[src/rtl/line_clear_ctrl_if.sv]
// ---------------------------------------------------------------------------
// line_clear_ctrl_if
// Interface between the line-clear sequencer and its surroundings: the
// start/busy/done handshake and the board cell read/write ports.
//   start          request a clear pass (driven by the game controller)
//   busy, done     pass status, done pulses for one cycle at the end
//   lines_cleared  rows removed in the most recent pass
//   rd_x/rd_y      board read address, rd_data returns the cell in the same cycle
//   wr_en/wr_x/wr_y/wr_data  board write port, one cell per clock
// Modports: master = sequencer side, slave = board/game side.
// ---------------------------------------------------------------------------
interface line_clear_ctrl_if #(
    parameter int CW = 3
);
    logic          start;
    logic          busy;
    logic          done;
    logic [4:0]    lines_cleared;
    logic [3:0]    rd_x;
    logic [4:0]    rd_y;
    logic [CW-1:0] rd_data;
    logic          wr_en;
    logic [3:0]    wr_x;
    logic [4:0]    wr_y;
    logic [CW-1:0] wr_data;

    modport master (
        input  start, rd_data,
        output busy, done, lines_cleared, rd_x, rd_y, wr_en, wr_x, wr_y, wr_data
    );

    modport slave (
        output start, rd_data,
        input  busy, done, lines_cleared, rd_x, rd_y, wr_en, wr_x, wr_y, wr_data
    );
endinterface

[src/rtl/line_clear_ctrl.sv]
// ---------------------------------------------------------------------------
// line_clear_ctrl
// Tetris line-clear sequencer. After a piece locks it scans the board rows
// bottom-up one cell per clock, and for every full row it copies all rows
// above it down by one, blanks row 0 and re-tests the same row. At the end it
// pulses done and reports how many rows were removed.
// Ports:
//   Clock   system clock, rising edge
//   Resetn  asynchronous active-low reset; a pass in flight is abandoned
//   bus     line_clear_ctrl_if.master (handshake + board read/write ports)
// Optional build macro LINE_CLEAR_EARLY_EXIT_EN: finish the pass at the first
// completely empty row, since under gravity every row above it is empty too.
// ---------------------------------------------------------------------------
module line_clear_ctrl #(
    parameter int ROWS = 20,
    parameter int COLS = 16,
    parameter int CW   = 3
) (
    input  logic               Clock,
    input  logic               Resetn,
    line_clear_ctrl_if.master  bus
);

    localparam logic [2:0] ST_IDLE      = 3'd0;
    localparam logic [2:0] ST_SCAN      = 3'd1;
    localparam logic [2:0] ST_SHIFT     = 3'd2;
    localparam logic [2:0] ST_CLEAR_TOP = 3'd3;
    localparam logic [2:0] ST_DONE      = 3'd4;

    localparam logic [4:0] LAST_ROW  = 5'(ROWS - 1);
    localparam logic [3:0] LAST_COL  = 4'(COLS - 1);
    localparam logic [4:0] MAX_LINES = 5'(ROWS);

`ifdef LINE_CLEAR_EARLY_EXIT_EN
    localparam bit EARLY_EXIT = 1'b1;
`else
    localparam bit EARLY_EXIT = 1'b0;
`endif

    logic [2:0] state_r;
    logic [4:0] cur_row_r;
    logic [4:0] dst_row_r;
    logic [3:0] col_r;
    logic       hole_r;     // an empty cell has been seen in the current row
    logic       any_r;      // a non-empty cell has been seen in the current row
    logic [4:0] lines_r;

    logic col_last_s;
    logic cell_empty_s;
    logic row_full_s;
    logic row_empty_s;

    // Row verdicts include the cell being read this cycle.
    always_comb begin
        col_last_s   = (col_r == LAST_COL);
        cell_empty_s = (bus.rd_data == {CW{1'b0}});
        row_full_s   = !hole_r && !cell_empty_s;
        row_empty_s  = !any_r && cell_empty_s;
    end

    // Sequencer state, row/column counters and line count.
    always_ff @(posedge Clock or negedge Resetn) begin
        if (!Resetn) begin
            state_r   <= ST_IDLE;
            cur_row_r <= 5'd0;
            dst_row_r <= 5'd0;
            col_r     <= 4'd0;
            hole_r    <= 1'b0;
            any_r     <= 1'b0;
            lines_r   <= 5'd0;
        end else begin
            case (state_r)
                ST_IDLE: begin
                    if (bus.start) begin
                        cur_row_r <= LAST_ROW;
                        col_r     <= 4'd0;
                        lines_r   <= 5'd0;
                        hole_r    <= 1'b0;
                        any_r     <= 1'b0;
                        state_r   <= ST_SCAN;
                    end
                end
                ST_SCAN: begin
                    if (col_last_s) begin
                        col_r  <= 4'd0;
                        hole_r <= 1'b0;
                        any_r  <= 1'b0;
                        if (row_full_s) begin
                            dst_row_r <= cur_row_r;
                            // Row 0 has nothing above it to shift down.
                            state_r   <= (cur_row_r == 5'd0) ? ST_CLEAR_TOP : ST_SHIFT;
                        end else if ((cur_row_r == 5'd0) || (EARLY_EXIT && row_empty_s)) begin
                            state_r <= ST_DONE;
                        end else begin
                            cur_row_r <= cur_row_r - 5'd1;
                        end
                    end else begin
                        col_r  <= col_r + 4'd1;
                        hole_r <= hole_r | cell_empty_s;
                        any_r  <= any_r | !cell_empty_s;
                    end
                end
                ST_SHIFT: begin
                    if (col_last_s) begin
                        col_r <= 4'd0;
                        if (dst_row_r == 5'd1) begin
                            state_r <= ST_CLEAR_TOP;
                        end else begin
                            dst_row_r <= dst_row_r - 5'd1;
                        end
                    end else begin
                        col_r <= col_r + 4'd1;
                    end
                end
                ST_CLEAR_TOP: begin
                    if (col_last_s) begin
                        col_r   <= 4'd0;
                        hole_r  <= 1'b0;
                        any_r   <= 1'b0;
                        lines_r <= (lines_r < MAX_LINES) ? (lines_r + 5'd1) : lines_r;
                        // Same cur_row: the row that just dropped in is re-tested.
                        state_r <= ST_SCAN;
                    end else begin
                        col_r <= col_r + 4'd1;
                    end
                end
                ST_DONE: begin
                    state_r <= ST_IDLE;
                end
                default: begin
                    state_r <= ST_IDLE;
                end
            endcase
        end
    end

    // Output decode from the state registers; write data passes the same-cycle read through.
    always_comb begin
        bus.busy          = (state_r != ST_IDLE);
        bus.done          = (state_r == ST_DONE);
        bus.lines_cleared = lines_r;
        bus.rd_x          = 4'd0;
        bus.rd_y          = 5'd0;
        bus.wr_en         = 1'b0;
        bus.wr_x          = 4'd0;
        bus.wr_y          = 5'd0;
        bus.wr_data       = {CW{1'b0}};
        case (state_r)
            ST_SCAN: begin
                bus.rd_x = col_r;
                bus.rd_y = cur_row_r;
            end
            ST_SHIFT: begin
                bus.rd_x    = col_r;
                bus.rd_y    = dst_row_r - 5'd1;
                bus.wr_en   = 1'b1;
                bus.wr_x    = col_r;
                bus.wr_y    = dst_row_r;
                bus.wr_data = bus.rd_data;
            end
            ST_CLEAR_TOP: begin
                bus.wr_en = 1'b1;
                bus.wr_x  = col_r;
                bus.wr_y  = 5'd0;
            end
            default: begin
                bus.wr_en = 1'b0;
            end
        endcase
    end

endmodule

[src/flat_wrapper.sv]
// flat-port wrapper written by rule: the top's interface ports become plain ports
module line_clear_ctrl_flat 
#(
    parameter int ROWS = 20,
    parameter int COLS = 16,
    parameter int CW   = 3
)
  (Clock, Resetn, bus_start, bus_rd_data, bus_busy, bus_done, bus_lines_cleared, bus_rd_x, bus_rd_y, bus_wr_en, bus_wr_x, bus_wr_y, bus_wr_data);
  line_clear_ctrl_if #(.CW(CW)) bus_i ();
  input  logic Clock;
  input  logic Resetn;
  input wire logic [$bits(bus_i.start)-1:0] bus_start;
  input wire logic [$bits(bus_i.rd_data)-1:0] bus_rd_data;
  output wire logic [$bits(bus_i.busy)-1:0] bus_busy;
  output wire logic [$bits(bus_i.done)-1:0] bus_done;
  output wire logic [$bits(bus_i.lines_cleared)-1:0] bus_lines_cleared;
  output wire logic [$bits(bus_i.rd_x)-1:0] bus_rd_x;
  output wire logic [$bits(bus_i.rd_y)-1:0] bus_rd_y;
  output wire logic [$bits(bus_i.wr_en)-1:0] bus_wr_en;
  output wire logic [$bits(bus_i.wr_x)-1:0] bus_wr_x;
  output wire logic [$bits(bus_i.wr_y)-1:0] bus_wr_y;
  output wire logic [$bits(bus_i.wr_data)-1:0] bus_wr_data;
  assign bus_i.start = bus_start;
  assign bus_i.rd_data = bus_rd_data;
  assign bus_busy = bus_i.busy;
  assign bus_done = bus_i.done;
  assign bus_lines_cleared = bus_i.lines_cleared;
  assign bus_rd_x = bus_i.rd_x;
  assign bus_rd_y = bus_i.rd_y;
  assign bus_wr_en = bus_i.wr_en;
  assign bus_wr_x = bus_i.wr_x;
  assign bus_wr_y = bus_i.wr_y;
  assign bus_wr_data = bus_i.wr_data;
  line_clear_ctrl #(.ROWS(ROWS), .COLS(COLS), .CW(CW)) u_core (.Clock(Clock), .Resetn(Resetn), .bus(bus_i));
endmodule
[config.mk]
export PLATFORM = sky130hd
export DESIGN_NAME = line_clear_ctrl_flat
export DESIGN_NICKNAME = d
export VERILOG_FILES = /design/src/rtl/line_clear_ctrl_if.sv /design/src/rtl/line_clear_ctrl.sv /design/src/flat_wrapper.sv
export SDC_FILE = /design/constraint.sdc
export NUM_CORES = 1
export LEC_CHECK = 0
export BUFFER_PORTS_ARGS = -buffer_cell sky130_fd_sc_hd__clkbuf_2
export CORE_MARGIN = 2
export CORE_UTILIZATION = 45
export CTS_BUF_LIST = sky130_fd_sc_hd__clkbuf_16
export DETAILED_ROUTE_END_ITERATION = 6
export PLACE_DENSITY = 0.68
export SYNTH_ARGS = -nofsm -noshare
export SYNTH_HDL_FRONTEND = slang
export SYNTH_SLANG_ARGS = --single-unit
[constraint.sdc]
create_clock -name Clock -period 4.6 [get_ports Clock]
set_clock_uncertainty 0.15 [all_clocks]
set_input_delay 0 -clock Clock [delete_from_list [all_inputs] [get_ports Clock]]
set_output_delay 0 -clock Clock [all_outputs]
set_load 0.01 [all_outputs]
==> out/summary.txt <==
Flop pwr share: 34.7%
P_sw: 0.000557 W
share of the synthesized area in the top cell type: 35.0%
number of flops mapped to enable cells by yosys: 0
slowest stage cell, crit path: nor3b_1
Mapped Nets: 203
P_leak: 0.887 nW
synthesized area: 0.00165 sq mm
post-CTS setup buffers: 0
Setup violations, final: 0
top_reg_cell synth: dfrtp_1
slowest cell delay on critical path: 0.98 ns
Clock transition at path regs: 0.06 ns
final WL: 3900 microns
ratio of cells with drive above 1 in the final layout: 20.3%
Yosys warning count: 0
NumNets Final: 234
DP Area: 0.00183 sq mm
final core utilization: 56.3%
vias in the first global route: 1453
Seq/Total Area, Yosys: 35.0%
CP Launch Type: flip-flop
input/output buffers: 34
first-pass GRT wire length: 6710 microns
post-DR wirelength/cell: 14.5 microns
die width: 64.5 microns
most frequent cells in the layout: clkbuf_2 (34), nor2_1 (27), dfrtp_1 (23)
status: completed
largest cells by area after synthesis: dfrtp_1 (35%), nor2_1 (6.2%), and2_1 (5.7%)
RSZ-0062 raised after global routing: no
worst-path fanout max: 27
ant diodes: 0
Yosys reg bits: 23
CTS buffer count: 3
Pins Over Slew Limit: 0
Final Hold Vio Count: 0
largest net degree at the start of global routing: 28
area leader, netlist: dfrtp_1
DRT antenna net count: 0
Syn Area/Cell: 8.58 sq um
Die H: 64.5 microns
worst slew pin tran: 1.05 ns
Iter 0 DRT Violations: 115
CP top delay family: simple AND/OR/NAND/NOR gates
FMAX: 404 MHz
Layout area overhead: 16.9%
DRC: 0
WS Path Type: flip-flop to output port
worst-case clock buffer depth: 2
row count: 21
TritonCTS clock tree: done
initial antenna violation count: 0
GRT Overall Usage: 20.1%
switch share: 44.5%
Unique masters post-synth: 54
Worst Path Required: 4.45 ns
commonest non-fill, non-tap cell in the layout: clkbuf_2
Final min period: 2.47 ns
Slew Limit Headroom: 29.7%
drt via density: 5.81
clock latency on the worst-skew pair: 0.26 ns
detailed-route via count: 1557
H-Tree Depth: 1
pwr/cell area: 650 mW/mm^2
core area: 0.00342 sq mm
GRT Residual Overflow: 0
clock tree root buffer cell: clkbuf_16
Async S/R FF share, synth: 100%
# IOs: 35
HPWL Detailed: 2960 microns
Arr. time, crit path: 2.32 ns
clock sinks: 23
Die Area: 0.00416 sq mm
crit-path cells: nor3b_1 -> and2_1 -> clkbuf_2
kind of end point of the critical path: output port
clock power share: 15.0%
starting density of the core: 48.2%
Peak VDD IR: 255 uV
setup TNS: 0 ns
Internal Power: 0.000694 W
Buf/Inv on CP: 1
Non-Filler Cell Area, Final: 0.00192 sq mm
HP Class: input port to async pin
routability cong.: 0.893
combinational share of power: 50.3%
Tcrit/Tclk final: 53.7%
Synth Instances: 192
Max-Cap Viols: 0
drt pass-1 iters: 4
## per-layer routing
metal  vias up  track usage, %  share of wire (%)
met5         -               0                  0
met4         0            6.38                1.0
met3         5            2.95                4.9
met2        50            32.7                 50
met1       742            27.7                 44
li1        760               -                  -
## stage by stage
step	std cells	setup WS [ns]	hold WS [ns]	power (W)
4_1_cts	268	2.16	0.150	0.00126
2_1_floorplan	192	2.73	-0.446	0.000872
6_report	268	2.13	0.120	0.00125
3_3_place_gp	262	2.29	-0.123	0.00104
3_5_place_dp	262	2.18	-0.123	0.00106
5_1_grt	268	1.91	0.179	0.00136
## Yosys cell counts, types with 3 or more instances
library cell and instances:
nor2_1 27, nand2_1 8, o21ai_0 12, and2_1 15
o22a_1 3, dfrtp_1 23, clkbuf_1 6, ha_1 5
inv_1 6, a21oi_1 11, o211ai_1 3, xor2_1 3
nand2b_1 3, or3_1 6, buf_2 3, nand3_1 3
a22oi_1 4, nor3_1 5
## flip-flops by register name, summed over array words and instances (netlist names)
| register | flops |
|---|---|
| u_core.bus.lines_cleared | 5 |
| u_core.dst_row_r | 5 |
| u_core.hole_r | 1 |
| u_core.state_r | 3 |
| u_core.cur_row_r | 5 |
| u_core.col_r | 4 |
## path summary, 6_finish.rpt
path / startpoint / endpoint / slack, ns / cells after the start
setup / recovery: u_core.state_r[2] / bus_wr_y[4] / 2.13 / 3
hold / removal: Resetn / u_core.hole_r / 0.12 / 2
setup reg to reg: u_core.state_r[2] / u_core.dst_row_r[4] / 2.14 / 4
hold reg to reg: u_core.dst_row_r[1] / u_core.dst_row_r[1] / 0.37 / 1
max in group asynchronous: Resetn / u_core.dst_row_r[1] / 3.80 / 2
min in group Clock: bus_rd_data[0] / bus_wr_data[0] / 0.17 / 3
## layout make-up
type,instances,area (sq um)
Timing Repair Buffer,36,190
Fill cell,330,1490
Inverter,6,22.5
Clock buffer,3,75.1
Multi-Input combinational cell,153,1000
Tap cell,46,57.6
Sequential cell,23,576
Clock inverter,1,3.75
## worst reg2reg max path, delay by kind of cell, from the launching register on
kind,cells,cell delay (ns)
compound gates,2,0.29
flops,1,0.68
simple gates,2,1.24
## cell families (layout without fill, tap and decap cells)
logic type / count (synthesis) / in the layout / share of synthesized area (%)
buffers and inverters: 16 / 46 / 4.33
AOI/OAI and AO/OA: 52 / 52 / 20.8
adders and majority gates: 5 / 5 / 3.80
muxes: 4 / 4 / 3.12
xor gates and xnor gates: 4 / 4 / 2.13
and+or+nand+nor: 88 / 88 / 30.9
DFF: 23 / 23 / 35.0
## power groups by stage
| stage | Clock [W] | Sequential, W | Combinational (W) |
|---|---|---|---|
| 2_1_floorplan | 0 | 0.000369 | 0.000503 |
| 4_1_cts | 0.000194 | 0.000432 | 0.000632 |
| 5_1_grt | 0.000203 | 0.000454 | 0.000700 |
| 6_report | 0.000188 | 0.000434 | 0.000629 |
| 3_5_place_dp | 0 | 0.000435 | 0.000626 |
| 3_3_place_gp | 0 | 0.000428 | 0.000612 |
## what timing repair did
item,in CTS,in global routing
resized for setup,0,0
hold buffers,2,0
hold endpoints to repair,26,0
Note: power is estimated with default switching activity, not from simulation.
